File: config.mk
export PLATFORM = sky130hd
export DESIGN_NAME = uart_tx
export DESIGN_NICKNAME = d
export VERILOG_FILES = /design/src/rtl/uart_tx.sv
export SDC_FILE = /design/constraint.sdc
export NUM_CORES = 1
export LEC_CHECK = 0
export CORE_MARGIN = 2
export CORE_UTILIZATION = 30
export CTS_CLUSTER_SIZE = 20
export DETAILED_ROUTE_END_ITERATION = 10
export DONT_BUFFER_PORTS = 1
export PLACE_DENSITY = 0.43
export SYNTH_ARGS = -nofsm -noshare
export SYNTH_HDL_FRONTEND = slang
export SYNTH_SLANG_ARGS = --single-unit
File: constraint.sdc
create_clock -name clk -period 1.9 [get_ports clk]
set_input_delay 0.38 -clock clk [delete_from_list [all_inputs] [get_ports clk]]
set_output_delay 0.38 -clock clk [all_outputs]
set_load 0.02 [all_outputs]
File: src/rtl/uart_tx.sv
// UART transmitter: start bit, DATA_WIDTH payload bits LSB first, optional parity, stop bit.
// Bit timing comes from an external timer via next_bit/reset_timer.
module uart_tx #(
   parameter int DATA_WIDTH = 8,
   parameter bit PARITY_EN  = 1'b1,
   parameter bit PARITY_ODD = 1'b0
) (
   input  logic                  clk,
   input  logic                  reset,
   input  logic [DATA_WIDTH-1:0] tx_data,
   input  logic                  tx_valid,
   output logic                  tx_ready,
   input  logic                  next_bit,
   output logic                  reset_timer,
   output logic                  tx,
   output logic                  busy,
   output logic                  tx_done
);

   localparam int IDX_W = (DATA_WIDTH > 1) ? $clog2(DATA_WIDTH) : 1;
   localparam logic [IDX_W-1:0] LAST_IDX = IDX_W'(DATA_WIDTH - 1);

   typedef enum logic [2:0] {IDLE, START, DATA, PARITY, STOP} state_t;

   state_t                state;
   logic [DATA_WIDTH-1:0] data_q;
   logic [IDX_W-1:0]      idx;
   logic [IDX_W-1:0]      idx_nxt;
   logic                  parity_bit;
   logic                  tick;

   // A timer that is still being restarted cannot signal an elapsed period.
   assign tick    = next_bit && !reset_timer;
   assign idx_nxt = idx + 1'b1;

   always_ff @(posedge clk or posedge reset) begin
      if (reset) begin
         state       <= IDLE;
         idx         <= '0;
         data_q      <= '0;
         parity_bit  <= 1'b0;
         tx          <= 1'b1;
         tx_ready    <= 1'b1;
         busy        <= 1'b0;
         tx_done     <= 1'b0;
         reset_timer <= 1'b1;
      end else begin
         tx_done <= 1'b0;
         // One restart cycle after every tick; IDLE keeps the timer held.
         if (state != IDLE) reset_timer <= tick;
         case (state)
            IDLE: begin
               if (tx_valid && tx_ready) begin
                  data_q      <= tx_data;
                  parity_bit  <= ^tx_data ^ PARITY_ODD;
                  state       <= START;
                  tx          <= 1'b0;
                  busy        <= 1'b1;
                  tx_ready    <= 1'b0;
                  reset_timer <= 1'b0;
               end
            end
            START: begin
               if (tick) begin
                  state <= DATA;
                  idx   <= '0;
                  tx    <= data_q[0];
               end
            end
            DATA: begin
               if (tick) begin
                  if (idx == LAST_IDX) begin
                     if (PARITY_EN) begin
                        state <= PARITY;
                        tx    <= parity_bit;
                     end else begin
                        state <= STOP;
                        tx    <= 1'b1;
                     end
                  end else begin
                     idx <= idx_nxt;
                     tx  <= data_q[idx_nxt];
                  end
               end
            end
            PARITY: begin
               if (tick) begin
                  state <= STOP;
                  tx    <= 1'b1;
               end
            end
            STOP: begin
               if (tick) begin
                  state    <= IDLE;
                  busy     <= 1'b0;
                  tx_ready <= 1'b1;
                  tx_done  <= 1'b1;
               end
            end
            default: state <= IDLE;
         endcase
      end
   end

endmodule
### Word-level counts from Yosys, hierarchy flattened

Cells that the tools add are included.

| word-level totals | value |
|---|---|
| register bits | 20 |
| logic and storage cells | 64 |
| bits of input ports | 12 |
| output and inout port bits | 5 |

| cells by class | value |
|---|---|
| add/subtract/negate cells | 1 |
| equality and inequality tests | 12 |
| order comparisons | 1 |
| multiplexer cells | 27 |
| reductions and logical operators | 14 |

Operator list:

| kind | number |
|---|---|
| 3-bit 2-to-1 mux | 8 |
| 3-bit one-hot mux with 5 select lines | 1 |
| 2-bit inequality test (second input constant) | 7 |
| 1-bit 2-to-1 mux | 13 |
| 8-bit XOR reduction | 1 |
| 3-bit by 2-bit equality test with 1-bit output (second input constant) | 2 |
| 3-bit equality test (second input constant) | 2 |
| 3-bit one-hot mux with 2 select lines | 1 |
| 6-bit AND reduction | 1 |
| 5-bit AND reduction | 1 |
| 3-bit by 4-bit < comparator with 1-bit output (second input constant) | 1 |
| 1-bit one-hot mux with 2 select lines | 2 |
| 1-bit one-hot mux with 4 select lines | 1 |
| 4-bit AND reduction | 1 |
| 2-bit nonzero test | 2 |
| 4-bit nonzero test | 1 |
| 3-bit by 1-bit adder with 3-bit output (second input constant) | 1 |
| 1-bit binary-select mux with 3-bit select | 1 |
| 3-bit by 1-bit equality test with 1-bit output (second input constant) | 1 |
| 3-bit zero test | 1 |
| 3-bit AND reduction | 1 |
| 3-bit nonzero test | 1 |
| 1-bit logical AND | 2 |
| 2-bit AND reduction | 1 |
| 1-bit zero test | 1 |

### Longest topological paths before layout

| logic depth | value |
|---|---|
| word-level depth | 6 |
| depth in mapped cells | 6 |
| gate-level depth less buffers | 6 |

### Worst setup path before layout

OpenSTA, ideal clock, no wires.

| timing path | value |
|---|---|
| path type | reg-to-reg |
| start | reg idx[0] |
| end | reg tx |
| period minus slack after synthesis | 1.584 ns |
| path slack | 0.316 ns |
| buffers on the path | 0 |
| arrival time | 1.503 ns |
| required time | 1.819 ns |
| stages on the path, launching flop included | 5 |
| path through | dfrtp_1 ha_1 ha_1 or4_1 o211ai_1 |

| between the ends | value |
|---|---|
| longest elaborated chain between the ends | 6 |
| elaborated cells between the ends (all ways) | 7 |

RTL lines:

| item | RTL line | source |
|---|---|---|
| start: declaration | 27 | `logic [IDX_W-1:0] idx;` |
| start signal: assignment | 81 | `idx <= idx_nxt;` |
| 3-bit by 1-bit adder with 3-bit output | 34 | `assign idx_nxt = idx + 1'b1;` |
| 1-bit binary-select mux with 3-bit select | 82 | `tx <= data_q[idx_nxt];` |
| 1-bit 2-to-1 mux (implied by the code) | 82 |  |
| 1-bit 2-to-1 mux * | 72 | `if (idx == LAST_IDX) begin` |
| 1-bit 2-to-1 mux * | 71 | `if (tick) begin` |
| 1-bit one-hot mux with 4 select lines * | 51 | `case (state)` |
| end signal: assignment | 67 | `tx <= data_q[0];` |
| end signal: assignment | 75 | `tx <= parity_bit;` |
| end signal: assignment | 82 |  |
| end: declaration | 15 | `output logic tx,` |

Mark *: on every way between the ends. The rest lies on a longest branch, timed or not. The select of a mux whose other input is x is not followed.
A chain may end at the register's enable or synchronous reset.

### Final worst setup path

Same ends and word-level chain as after synthesis.

==> metrics.cfg <==
[flow_run]
cap_violations=0

[die]
dieHeight_um=63.6
die_area_sq_mm=0.00404
ios=17
die_w_um=63.6
rows=21
start_util_pct=31.7
core-area_sq_mm=0.00336

[critical_path]
cp-start-kind=flip-flop
crit_type=flip-flop to flip-flop
cp.arrival_ns=1.91
required_ns=2.13
cp_max_fo=5
critPathCaptureType=flip-flop

[cts]
cts_setup_buffers=0
clock_latency_ns=0.29
clkSinkCount=20
cts.clk_slew.worst_paths_ns=0.12
clockBufferDepth=2
cts_root_buffer=clkbuf_4
numCtsBuffers=3
cts_tree=built
htreeDepth=1
post_cts_resized=0

[detailed_routing]
wire_per_inst_um=13.3
wl_um=1820
avgViaCountPerCell=4.59
drt-initial-drc-count=3
drc=0
drt_first_pass_iters=4
num_vias=629
ant_nets=0

[pwr]
max-vdd-ir-drop_mv=0.479
power_density_mw_per_mm2=1460
fin_total_pwr_mw=1.67
p_leak_nw=0.489

[synthesis]
ys_seq_elements=20
synthFlopType=dfrtp_1
ys_types=29
synthTopCellsByArea=dfrtp_1 (40%), mux2_4 (8.5%), dfstp_2 (7.4%)
syn_avg_cell_area_sq_um=12.1
synth.most_common_cell=dfrtp_1
synth_area_sq_mm=0.00106
synth_top_area_cell=dfrtp_1
synth.net_count=102
seq_area_frac_synth_pct=47.4
netlist_instances=88
synth_commonest_cells=dfrtp_1 (17), nand2_1 (7), xnor2_1 (7)
async_flop_share_pct=100
synth_top_area_share_pct=40.0
yosysWarnings=0
synth_edf_count=0

[global_routing]
grt_max_degree=21
grt_pass1_vias=700
grt_overflow=0
grt_pass1_wl_um=3280
antenna_found_initial=0
grt_usage_pct=10.4

[cells_and_area]
drive_above_1_share_pct=28.6
antenna_cells=0
fillCellCount=363
area_delta_synth_final_pct=7.52
nets=106

[sta]
finalHoldViolations=0
min_period_over_period_pct=88.3
setup_viol=0
worstMarginPinSlew_ns=0.364
period_minus_slack_ns=1.68
grt_setup_unrepaired=false
slew_headroom_pct=75.7
setup_tns_ns=0
drv_slew=0
timing.fmax_ghz=0.596
fin_skew_ns=0.00474

[worst_hold_path]
hold_path_class=primary input to flip-flop

[placed_design]
port_buffers=0
hpwlAfterDp_um=1380
gp_congestion=0.708

[outcome]
outcome=finished, final reports clean

[cell usage in the layout, fill, tap and decap left out, drive strengths merged]
cell	instances
o21a	1
nand4	2
clkbuf	4
mux2	10
dfstp	3
xnor2	7
nor2b	1
buf	2
a21oi	2
dlygate4sd3	1
o22ai	1
or4	2
xor2	1
nor2	6
nand2b	3
dfrtp	17
ha	2
nor3	2
mux4	2
o21ai	7
inv	1
nand3	3
mux2i	1
nand2	7
o211ai	1
a21bo	2
[flip-flops by register name (all words and copies together) (netlist names)]
name         count
tx_ready         1
tx_done          1
idx              3
data_q           8
state            3
busy             1
parity_bit       1
tx               1
reset_timer      1
[critical path, stage by stage (launching register included)]
cell and delay, ns:
dfrtp_1 0.46, ha_1 0.23, ha_1 0.22, or4_1 0.53, o211ai_1 0.17
[metal layers]
metal  routed length, um  GRT usage, %
met5                   0             0
met4                  15          4.89
met3                  59          2.14
met2                 862          16.1
met1                 881          14.0
[cell families (layout without fill, tap and decap cells)]
family	count (synthesis)	count (layout)	synth area share, %
simple gates	26	26	13.4
buf+inv	5	8	3.99
xor+xnor	8	8	6.58
mux	13	13	17.9
flops	20	20	47.4
compound gates	14	14	8.46
fa+ha+maj	2	2	2.35
[through the flow]
stage               hold WS, ns  instance area [sq um]  setup WS (ns)  util, %  instances
floorplan                 0.342                   1060          0.316        -         88
finish                    0.219                   1140          0.223     34.0        137
detailed placement        0.326                   1100          0.244     32.7        132
global placement          0.322                   1100          0.273     32.7        132
global route              0.198                   1140          0.160     34.0        137
CTS                       0.207                   1140          0.217     34.0        137
[path summary, 6_finish.rpt]
| check | from | end | slack, ns | cells after the start |
|---|---|---|---|---|
| worst min-delay path | tx_data[6] | data_q[6] | 0.22 | 1 |
| worst max register to register | idx[0] | tx | 0.22 | 4 |
| max in group asynchronous | reset | reset_timer | 1.10 | 3 |
| worst max-delay path | idx[0] | tx | 0.22 | 4 |
| min in group asynchronous | reset | data_q[1] | 0.54 | 3 |
| worst min register to register | parity_bit | parity_bit | 0.52 | 2 |
[power by group]
part           total [mW]  switching [mW]  internal, mW
Combinational       0.585           0.233         0.351
Sequential          0.842           0.225         0.618
Clock               0.247           0.130         0.117
Total                1.67           0.588          1.09
[area by class of cell]
type                            count  area (sq um)  area share [%]
Inverter                            1          3.75           0.328
Clock buffer                        4          36.3            3.17
Multi-Input combinational cell     63           518            45.2
Tap cell                           46          57.6            5.03
Timing Repair Buffer                3          25.0            2.19
Sequential cell                    20           504            44.0
[timing repair]
item	4_1_cts	5_1_grt
endpoints found under the setup margin	0	0
endpoints found under the hold margin	17	0
hold buffers	1	0
No activity file was read; power rests on OpenSTA's default activity.
